[src/rtl/wb_imem_loader.sv]
// wb_imem_loader
//   Wishbone slave in front of the 32x256 instruction SRAM. In load mode the
//   bus owns the single SRAM port so the management SoC can load and read back
//   program words while the core is held in init. In run mode the core's port
//   is passed straight through to the SRAM.
//
// Ports
//   wb_clk_i, wb_rst_ni         clock, synchronous active-low reset
//   wbs_*                       Wishbone slave (cyc/stb/we/sel/adr/dat, ack/dat_o)
//   core_addr_i/wr_i/din_i      core memory port (wr_i is an active-low web)
//   init_en_o                   holds the core in init while high (= load_mode)
//   sram_*0_*                   SRAM port 0 (csb/web active-low, read data
//                               valid the cycle after the read edge)
//
// Register map (byte offsets from BASE_ADR)
//   0x000-0x3FC  SRAM window, word = adr[9:2]
//   0x400        CTRL   bit0 = load_mode (R/W)
//   0x404        STATUS [8:0] = wr_count, [24:16] = rej_count (RO)
//
// state    | meaning
// ---------+------------------------------------------------------------
// IDLE     | waiting for a hit; the only state that samples requests
// WR       | one-cycle SRAM write strobe, ack high in this cycle
// RD_ISSUE | SRAM read strobe
// RD_WAIT  | SRAM data valid, captured into wbs_dat_o
// ACK      | one-cycle ack for reads, register access and rejects
module wb_imem_loader #(
  parameter logic [31:0] BASE_ADR = 32'h3000_0000,
  parameter int          AW       = 8,
  parameter int          DW       = 32
) (
  input  logic          wb_clk_i,
  input  logic          wb_rst_ni,
  input  logic          wbs_cyc_i,
  input  logic          wbs_stb_i,
  input  logic          wbs_we_i,
  input  logic [3:0]    wbs_sel_i,
  input  logic [31:0]   wbs_adr_i,
  input  logic [31:0]   wbs_dat_i,
  output logic          wbs_ack_o,
  output logic [31:0]   wbs_dat_o,
  input  logic [AW-1:0] core_addr_i,
  input  logic          core_wr_i,
  input  logic [DW-1:0] core_din_i,
  output logic          init_en_o,
  output logic          sram_csb0_o,
  output logic          sram_web0_o,
  output logic [AW-1:0] sram_addr0_o,
  output logic [DW-1:0] sram_din0_o,
  input  logic [DW-1:0] sram_dout0_i
);

  localparam logic [8:0] OFF_CTRL   = 9'h100;
  localparam logic [8:0] OFF_STATUS = 9'h101;

  typedef enum logic [2:0] {
    IDLE     = 3'd0,
    WR       = 3'd1,
    RD_ISSUE = 3'd2,
    RD_WAIT  = 3'd3,
    ACK      = 3'd4
  } state_t;

  state_t        state;
  logic          load_mode;
  logic [8:0]    wr_count;
  logic [8:0]    rej_count;
  logic [AW-1:0] lat_word;
  logic [DW-1:0] lat_dat;
  logic          lat_ctrl_wr;

  logic          hit;
  logic          is_sram;
  logic [8:0]    reg_off;
  logic [31:0]   status_val;
  logic          bus_sel;

  // byte-lane bits of the address carry no information for word accesses
  logic unused_adr_bits;
  assign unused_adr_bits = &{1'b0, wbs_adr_i[1:0]};

  assign hit        = wbs_cyc_i & wbs_stb_i & (wbs_adr_i[31:11] == BASE_ADR[31:11]);
  assign is_sram    = ~wbs_adr_i[10];
  assign reg_off    = wbs_adr_i[10:2];
  assign status_val = {7'd0, rej_count, 7'd0, wr_count};
  assign init_en_o  = load_mode;

  // Any transaction past IDLE keeps the bus mux selected, so a transaction
  // always finishes on the side that owned the port when it was accepted.
  assign bus_sel = load_mode | (state != IDLE);

  always_comb begin
    sram_csb0_o  = 1'b1;
    sram_web0_o  = 1'b1;
    sram_addr0_o = lat_word;
    sram_din0_o  = lat_dat;
    if (!bus_sel) begin
      sram_csb0_o  = 1'b0;
      sram_web0_o  = core_wr_i;
      sram_addr0_o = core_addr_i;
      sram_din0_o  = core_din_i;
    end else begin
      case (state)
        WR: begin
          sram_csb0_o = 1'b0;
          sram_web0_o = 1'b0;
        end
        RD_ISSUE: begin
          sram_csb0_o = 1'b0;
        end
        default: ;
      endcase
    end
  end

  always_ff @(posedge wb_clk_i) begin
    if (!wb_rst_ni) begin
      state       <= IDLE;
      wbs_ack_o   <= 1'b0;
      wbs_dat_o   <= 32'd0;
      load_mode   <= 1'b1;
      wr_count    <= 9'd0;
      rej_count   <= 9'd0;
      lat_word    <= '0;
      lat_dat     <= '0;
      lat_ctrl_wr <= 1'b0;
    end else begin
      wbs_ack_o <= 1'b0;
      case (state)
        IDLE: begin
          if (hit) begin
            lat_word    <= wbs_adr_i[AW+1:2];
            lat_dat     <= wbs_dat_i;
            lat_ctrl_wr <= 1'b0;
            if (!is_sram) begin
              state     <= ACK;
              wbs_ack_o <= 1'b1;
              if (wbs_we_i) begin
                lat_ctrl_wr <= (reg_off == OFF_CTRL);
              end else begin
                case (reg_off)
                  OFF_CTRL:   wbs_dat_o <= {31'd0, load_mode};
                  OFF_STATUS: wbs_dat_o <= status_val;
                  default:    wbs_dat_o <= 32'd0;
                endcase
              end
            end else if (!load_mode || (wbs_we_i && wbs_sel_i != 4'hF)) begin
              // core owns the SRAM, or a partial write the macro cannot mask
              state     <= ACK;
              wbs_ack_o <= 1'b1;
              if (rej_count != 9'h1FF) rej_count <= rej_count + 9'd1;
              if (!load_mode && !wbs_we_i) wbs_dat_o <= 32'd0;
            end else if (wbs_we_i) begin
              state     <= WR;
              wbs_ack_o <= 1'b1;
            end else begin
              state <= RD_ISSUE;
            end
          end
        end
        WR: begin
          if (wr_count != 9'h1FF) wr_count <= wr_count + 9'd1;
          state <= IDLE;
        end
        RD_ISSUE: begin
          state <= RD_WAIT;
        end
        RD_WAIT: begin
          wbs_dat_o <= sram_dout0_i;
          wbs_ack_o <= 1'b1;
          state     <= ACK;
        end
        ACK: begin
          if (lat_ctrl_wr) load_mode <= lat_dat[0];
          lat_ctrl_wr <= 1'b0;
          state       <= IDLE;
        end
        default: begin
          state <= IDLE;
        end
      endcase
    end
  end

endmodule

[config.mk]
export PLATFORM = sky130hd
export DESIGN_NAME = wb_imem_loader
export DESIGN_NICKNAME = d
export VERILOG_FILES = /design/src/rtl/wb_imem_loader.sv
export SDC_FILE = /design/constraint.sdc
export NUM_CORES = 1
export LEC_CHECK = 0
export ABC_AREA = 0
export CAP_MARGIN = 10
export CORE_ASPECT_RATIO = 0.75
export CORE_MARGIN = 3
export CORE_UTILIZATION = 38
export CTS_CLUSTER_SIZE = 12
export DETAILED_ROUTE_END_ITERATION = 10
export PLACE_DENSITY = 0.89
export SKIP_LAST_GASP = 1
export SLEW_MARGIN = 20
export SYNTH_ARGS = -nofsm -noshare
export SYNTH_HDL_FRONTEND = slang
export SYNTH_SLANG_ARGS = --single-unit
[constraint.sdc]
create_clock -name wb_clk_i -period 2.2 [get_ports wb_clk_i]
set_input_delay 0.44 -clock wb_clk_i [delete_from_list [all_inputs] [get_ports wb_clk_i]]
set_output_delay 0.44 -clock wb_clk_i [all_outputs]
set_load 0.01 [all_outputs]
==> flow_summary.toml, run 1 <==
[timing]
finalWorstSetupSlack_ps = -87.4
tightestPinTransition_ps = 548
grt_setup_unrepaired = "yes"
timing.final.max_slew_violations = 0
fin_worst_hold_slack_ps = 371
min_period_over_period = 1.04
final_hold_violations = 0
setup_tns_ps = -2200
max_freq_mhz = 437
setup_failing_eps_final = 33
post-route-min-period_ps = 2290
clock-skew-final_ps = 6.36
slew_headroom = 0.635

[route]
drt_pre_antenna_iters = 4
detail_route.wirelength_mm = 18.5
drt-initial-drc-count = 359
detail_route.wl_per_cell_um = 19.7
drt_drc_violations_left = 0
count_of_vias_placed_by_the_detailed_router = 5436
drtAntennaViolNets = 0
vias_per_cell = 5.79

[global_route]
grt_max_degree = 43
global_route.peak_usage_layer = "met2"
grt.total_usage = 0.246
first_pass_grt_wire_length_mm = 28.3
use_met2 = 0.414
number_of_antenna_violations_at_the_first_check_in_global_routing = 0
grtUsageMet3 = 0.0731
number_of_global_route_vias_before_repair = 5519
grtUsageMet1 = 0.303
overflow = 0

[layout]
layout.core_utilization = 0.652
syn2layout_area_growth_pct = 64.6
final_cells = 939
most-common-layout-cells = "sky130_fd_sc_hd__clkdlybuf4s50_1 (176), sky130_fd_sc_hd__dfxtp_1 (94), sky130_fd_sc_hd__o21ai_0 (55)"
n_antenna_cell = 0
multi_input_area_um2 = 2910
layout.nets = 920
n_fill_cell = 1014
design_area_um2 = 8160
mostFrequentLayoutCell = "sky130_fd_sc_hd__clkdlybuf4s50_1"
layout.area.seq_um2 = 1920
layout-drive-gt1-share = 0.237

[placed_design]
dp_cells = 910
finalWeightedCongestion = 0.797
pre_cts_ws_ps = -282
io_buffers = 219
postPlaceCellArea_um2 = 7430
detailed_placement_wirelength_estimate_mm = 12.7

[power_and_ir_drop]
switching_share_of_total_power = 0.213
intPower_mw = 2.77
power_density_over_the_cells_nw_per_um2 = 432
seqPwrFrac = 0.493
p_leak_nw = 2.88
power_frac_clock = 0.404
switchingPower_mw = 0.752
total_power_mw = 3.52
vdd.ir_drop.worst_mv = 0.364
pwr-share-comb = 0.103

[logic_synthesis]
yosys-top-cells-area = "sky130_fd_sc_hd__dfxtp_1 (39%), sky130_fd_sc_hd__mux2_2 (6.4%), sky130_fd_sc_hd__nand4_1 (6.1%)"
instance_count_of_the_mapped_netlist = 546
synth.avg_cell_area_um2 = 9.08
post-synth-top-area-cell = "sky130_fd_sc_hd__dfxtp_1"
async_reset_ff_frac = 0
synthFlopType = "sky130_fd_sc_hd__dfxtp_1"
synth.top_cell.area_share = 0.388
synth.ff_latch_count = 96
number_of_enable_type_register_cells_in_the_synthesized_netlist = 0
mapped_area_um2 = 4960
yosysUniqueCellTypes = 47
synth_fp_nets = 696
synth-seq-area-share = 0.388
synth_warnings = 0

[cts]
cts_sinks = 96
cts_tree = "yes"
clock_pin_slew_reported_for_the_worst_setup_and_hold_paths_after_clock_tree_synthesis_ps = 60
clock_latency_ps = 340
cts_inserted_buffers = 9
ctsLongestPathBuffers = 2
cts_hold_buffers = 0
htree_num_levels = 3
clockRootBuffer = "sky130_fd_sc_hd__clkbuf_16"

[setup_path]
setup.reg_to_reg.worst_slack_ps = 60
worstSetupStartpointType = "register"
crit_buf_inv = 4
critical_path.top_delay_family = "buffers and inverters"
critPathMaxStageDelay_ps = 330
worst_r2r_startpoint = "wr_count[0]$_SDFFE_PN0P_"
crit_path_cell_trace = "nor4_4, buf_4, buf_6, buf_12, mux2_4, buf_6"
crit_path_max_fanout = 7
worst_path_max_delay_cell = "sky130_fd_sc_hd__dfxtp_2"
timing.reg2reg.worst_path_depth = 9
worst_path_most_repeated_cell = "sky130_fd_sc_hd__buf_6"
cp.required_ps = 1760
criticalPathCategory = "register to primary output"
worst_ep_arrival_time_ps = 1850
worst-path-stages = 6
critical_register_to_register_path_endpoint = "wr_count[2]$_SDFFE_PN0P_"
cp-end-kind = "primary output"
crit_start = "state[0]$_SDFFE_PN0P_"
cp-endpoint = "sram_addr0_o[0]"

[outcome]
violated_checks = "setup timing"
result_of_the_run = "finished, violations left"

[floorplan]
chipHeight_um = 105
core_area_um2 = 12500
boundaryPins = 222
row_count = 35
initial_core_util = 0.396
die_width_um = 138
die_area_um2 = 14500

[min_path]
hp-class = "primary input to register"

[flow_run]
drv_cap = 0
[routing by layer]
metal / routed length [um] / vias up
met5: 0 / -
met2: 8920 / 254
met4: 371 / 0
li1: - / 2508
met3: 1790 / 34
met1: 7400 / 2640
[area by class of cell]
cell class | count | area share
tap | 166 | 0.0254
clock inverter | 1 | 0.000613
inverter | 5 | 0.00230
sequential | 96 | 0.236
clock buffer | 13 | 0.0307
multi-input combinational | 387 | 0.356
timing repair buffer | 271 | 0.349
[synth_stat cells (7+ instances only)]
cell type	count
sky130_fd_sc_hd__mux2_1	12
sky130_fd_sc_hd__mux2_2	28
sky130_fd_sc_hd__clkbuf_1	43
sky130_fd_sc_hd__nand4_1	48
sky130_fd_sc_hd__nor4_1	10
sky130_fd_sc_hd__nor2_1	15
sky130_fd_sc_hd__a22oi_2	10
sky130_fd_sc_hd__nand2_1	31
sky130_fd_sc_hd__and3_1	8
sky130_fd_sc_hd__a21oi_1	45
sky130_fd_sc_hd__a22oi_1	7
sky130_fd_sc_hd__a311oi_1	18
sky130_fd_sc_hd__nand3_1	20
sky130_fd_sc_hd__nand2b_1	9
sky130_fd_sc_hd__mux2i_1	12
sky130_fd_sc_hd__dfxtp_1	96
sky130_fd_sc_hd__a211oi_1	9
sky130_fd_sc_hd__o21ai_0	55
sky130_fd_sc_hd__a211oi_2	10
[worst reg2reg max path, delay by kind of cell, from the launching register on]
kind / cells / cell delay (ps)
AND/OR/NAND/NOR: 5 / 740
XOR/XNOR: 1 / 140
buffers and inverters: 1 / 290
flip-flops: 1 / 360
adder cells (fa/ha/maj): 2 / 470
[registers in the layout, summed over array words and instances, names as in the netlist]
| name | flops |
|---|---|
| state | 3 |
| lat_ctrl_wr | 1 |
| init_en_o | 1 |
| lat_dat | 32 |
| wbs_ack_o | 1 |
| rej_count | 9 |
| wbs_dat_o | 32 |
| lat_word | 8 |
| wr_count | 9 |
[worst min path at each step]
stage / depth (start not counted) / endpoint / startpoint
finish: 2 / init_en_o$_SDFFE_PN1P_ / wb_rst_ni
global route: 2 / init_en_o$_SDFFE_PN1P_ / wb_rst_ni
CTS: 2 / init_en_o$_SDFFE_PN1P_ / wb_rst_ni
detailed placement: 2 / wbs_dat_o[25]$_SDFFE_PN0P_ / wbs_dat_o[25]$_SDFFE_PN0P_
global placement: 2 / wbs_dat_o[27]$_SDFFE_PN0P_ / wbs_dat_o[27]$_SDFFE_PN0P_
floorplan: 2 / lat_dat[10]$_SDFFE_PN0P_ / lat_dat[10]$_SDFFE_PN0P_
[power by group through the flow]
| stage | logic [mW] | clock network (mW) | registers (mW) |
|---|---|---|---|
| after floorplan | 0.0627 | 0 | 1.78 |
| after global placement | 0.349 | 0 | 1.78 |
| after detailed placement | 0.354 | 0 | 1.78 |
| after CTS | 0.359 | 1.45 | 1.74 |
| after global routing | 0.383 | 1.52 | 1.74 |
| final | 0.362 | 1.42 | 1.74 |
[repair_timing]
action                     in CTS  in global routing
buffers inserted                8                  3
gates resized for setup       248                 13
setup endpoints to repair      40                 54
pin swaps                       1                  2
gates cloned                    4                  1
[cell families after synthesis]
kind of cell | share of synthesized area
flops | 0.388
compound gates | 0.217
buf+inv | 0.0661
xor+xnor | 0.0124
fa+ha+maj | 0.0101
simple gates | 0.192
mux | 0.115
No activity file was read; power rests on OpenSTA's default activity.
==> run 2: changes to the inputs <==
--- a/config.mk
+++ b/config.mk
@@ -14,7 +14,7 @@
 export DETAILED_ROUTE_END_ITERATION = 10
 export PLACE_DENSITY = 0.89
 export SKIP_LAST_GASP = 1
-export SLEW_MARGIN = 20
+export SLEW_MARGIN = 10
 export SYNTH_ARGS = -nofsm -noshare
 export SYNTH_HDL_FRONTEND = slang
 export SYNTH_SLANG_ARGS = --single-unit
==> results of run 2 <==
The final DEF is identical to that of run 1; final timing and power are the same.
==> run 3: changes to the inputs <==
--- a/config.mk
+++ b/config.mk
@@ -9,10 +9,11 @@
 export CAP_MARGIN = 10
 export CORE_ASPECT_RATIO = 0.75
 export CORE_MARGIN = 3
-export CORE_UTILIZATION = 38
+export CORE_UTILIZATION = 42
 export CTS_CLUSTER_SIZE = 12
 export DETAILED_ROUTE_END_ITERATION = 10
-export PLACE_DENSITY = 0.89
+export GPL_TIMING_DRIVEN = 0
+export PLACE_DENSITY = 0.93
 export SKIP_LAST_GASP = 1
 export SLEW_MARGIN = 10
 export SYNTH_ARGS = -nofsm -noshare
==> constraint.sdc (replaced) <==
create_clock -name wb_clk_i -period 2.57 [get_ports wb_clk_i]
set_input_delay 0.514 -clock wb_clk_i [delete_from_list [all_inputs] [get_ports wb_clk_i]]
set_output_delay 0.514 -clock wb_clk_i [all_outputs]
set_load 0.01 [all_outputs]
==> run 3 against run 2 <==
Compared with the run above: the flow now finishes without violations; non-clock buffer count grew 13; register-to-register slack gained 160 ps; combinational power shrank 15%; final cell count grew 0.64%; largest cell class unchanged.
==> flow_summary.toml, run 3 (synthesis results as in run 1) <==
[floorplan]
die_area_um2 = 13200
row_count = 33
initial_core_util = 0.442
chipHeight_um = 100
boundaryPins = 222
core_area_um2 = 11200
die_width_um = 131

[layout]
layout.nets = 933
multi_input_area_um2 = 2790
n_antenna_cell = 0
largestRegisters = "lat_dat: 32 flops, wbs_dat_o: 32 flops"
syn2layout_area_growth_pct = 58.3
mostFrequentLayoutCell = "sky130_fd_sc_hd__clkdlybuf4s50_1"
layout.area.seq_um2 = 1930
most-common-layout-cells = "sky130_fd_sc_hd__clkdlybuf4s50_1 (179), sky130_fd_sc_hd__dfxtp_1 (93), sky130_fd_sc_hd__o21ai_0 (55)"
n_fill_cell = 904
layout-drive-gt1-share = 0.142

[setup_path]
critical_path.top_delay_family = "buffers and inverters"
worst_path_max_delay_cell = "sky130_fd_sc_hd__dfxtp_4"
critPathMaxStageDelay_ps = 360
crit_path_cell_trace = "nor4_4, buf_6, buf_4, clkbuf_8, mux2_2, dlygate4sd2_1"
crit_buf_inv = 4
cp-end-kind = "primary output"
cp.required_ps = 2060
crit_path_max_fanout = 10
worst-path-stages = 6
worst_ep_arrival_time_ps = 2030
criticalPathCategory = "register to primary output"
worstSetupStartpointType = "register"
timing.reg2reg.worst_path_depth = 6

[placed_design]
io_buffers = 219
detailed_placement_wirelength_estimate_mm = 13.4
finalWeightedCongestion = 0.841
pre_cts_ws_ps = -593

[global_route]
grt_max_degree = 16
number_of_global_route_vias_before_repair = 5255
first_pass_grt_wire_length_mm = 27.4
grt.total_usage = 0.255
number_of_antenna_violations_at_the_first_check_in_global_routing = 0
overflow = 0

[cts]
clock_latency_ps = 340
cts_inserted_buffers = 9
htree_num_levels = 3
clock_pin_slew_reported_for_the_worst_setup_and_hold_paths_after_clock_tree_synthesis_ps = 70
ctsLongestPathBuffers = 2
cts_tree = "yes"
clockRootBuffer = "sky130_fd_sc_hd__clkbuf_16"
cts_sinks = 96

[timing]
setup_tns_ps = 0
final_hold_violations = 0
grt_setup_unrepaired = "yes"
timing.final.max_slew_violations = 0
setup_failing_eps_final = 0
finalWorstSetupSlack_ps = 28.0
slew_headroom = 0.438
min_period_over_period = 0.989
fin_worst_hold_slack_ps = 457
clock-skew-final_ps = 11.6
post-route-min-period_ps = 2540
tightestPinTransition_ps = 842
max_freq_mhz = 393

[power_and_ir_drop]
p_leak_nw = 2.86
vdd.ir_drop.worst_mv = 0.406
power_density_over_the_cells_nw_per_um2 = 403

[route]
drt_pre_antenna_iters = 9
detail_route.wl_per_cell_um = 18.8
vias_per_cell = 5.66
drt-initial-drc-count = 414
drtAntennaViolNets = 0
detail_route.wirelength_mm = 17.8
drt_drc_violations_left = 0
count_of_vias_placed_by_the_detailed_router = 5352

[outcome]
result_of_the_run = "complete, no violations"

[min_path]
hp-class = "register to register"
hold_depth = 2

[flow_run]
drv_cap = 0
## run 3: cell count changes in the layout (fill, tap and decap cells not counted), moves of 4 or more
cell / previous run / this run
sky130_fd_sc_hd__mux2_4: 40 / 1
sky130_fd_sc_hd__buf_6: 44 / 7
sky130_fd_sc_hd__clkdlybuf4s15_1: 0 / 6
sky130_fd_sc_hd__nor4_2: 1 / 5
sky130_fd_sc_hd__buf_4: 33 / 7
sky130_fd_sc_hd__clkbuf_8: 1 / 10
sky130_fd_sc_hd__mux2_2: 0 / 28
sky130_fd_sc_hd__mux2_1: 0 / 11
sky130_fd_sc_hd__buf_12: 11 / 0
sky130_fd_sc_hd__clkbuf_1: 3 / 38
sky130_fd_sc_hd__dlygate4sd2_1: 0 / 34
sky130_fd_sc_hd__nor4_1: 8 / 4
## run 3: power by group
group	total, mW	switching (mW)	leakage (nW)	internal [mW]
clock	1.37	0.560	0.153	0.810
sequential	1.48	0.0000000715	0.774	1.48
combinational	0.309	0.0986	1.94	0.210
total	3.16	0.659	2.86	2.50
## run 3: layout make-up
cell class | count | share of cell area
multi-input cells | 387 | 0.356
repair buffers | 229 | 0.285
flip-flops and latches | 96 | 0.246
plain buffers | 55 | 0.0467
clock buffers | 12 | 0.0327
well taps | 157 | 0.0250
clock inverters | 4 | 0.00669
inverters | 5 | 0.00239
## run 3: worst paths after layout
kind                                                  from                         end  slack [ps]
worst max register to register       state[0]$_SDFFE_PN0P_   rej_count[7]$_SDFFE_PN0P_         220
worst min-delay path            wbs_dat_o[30]$_SDFFE_PN0P_  wbs_dat_o[30]$_SDFFE_PN0P_         460
worst max-delay path                 state[0]$_SDFFE_PN0P_             sram_din0_o[27]          30
worst min register to register  wbs_dat_o[30]$_SDFFE_PN0P_  wbs_dat_o[30]$_SDFFE_PN0P_         460
## run 3: routing by layer
layer | part of all wire | track usage
met5 | 0 | 0
met4 | 0.011 | 0.0508
met3 | 0.092 | 0.0706
met2 | 0.48 | 0.434
met1 | 0.42 | 0.328
## run 3: metrics by stage
step                      utilization  area (um^2)  power [mW]  std cells
final                           0.699         7850        3.16        945
after global routing            0.699         7850        3.25        945
after CTS                       0.686         7700        3.18        937
after detailed placement        0.654         7350        1.82        922
after global placement          0.654         7350        1.82        922
after floorplan                     -         4960        1.57        546
## run 3: repair_timing
action,in CTS,in global routing
hold endpoints to repair,0,0
endpoints found under the setup margin,73,90
cloned,0,1
setup buffers,2,7
pin swaps,1,2
hold buffers,0,0
resized for setup,61,25
## run 3: worst register-to-register path: stages (launching register included)
cell	delay, ps
sky130_fd_sc_hd__dfxtp_4	360
sky130_fd_sc_hd__buf_4	160
sky130_fd_sc_hd__nor3_4	410
sky130_fd_sc_hd__nand3_1	270
sky130_fd_sc_hd__clkbuf_1	350
sky130_fd_sc_hd__nor4_1	500
sky130_fd_sc_hd__mux2i_1	230
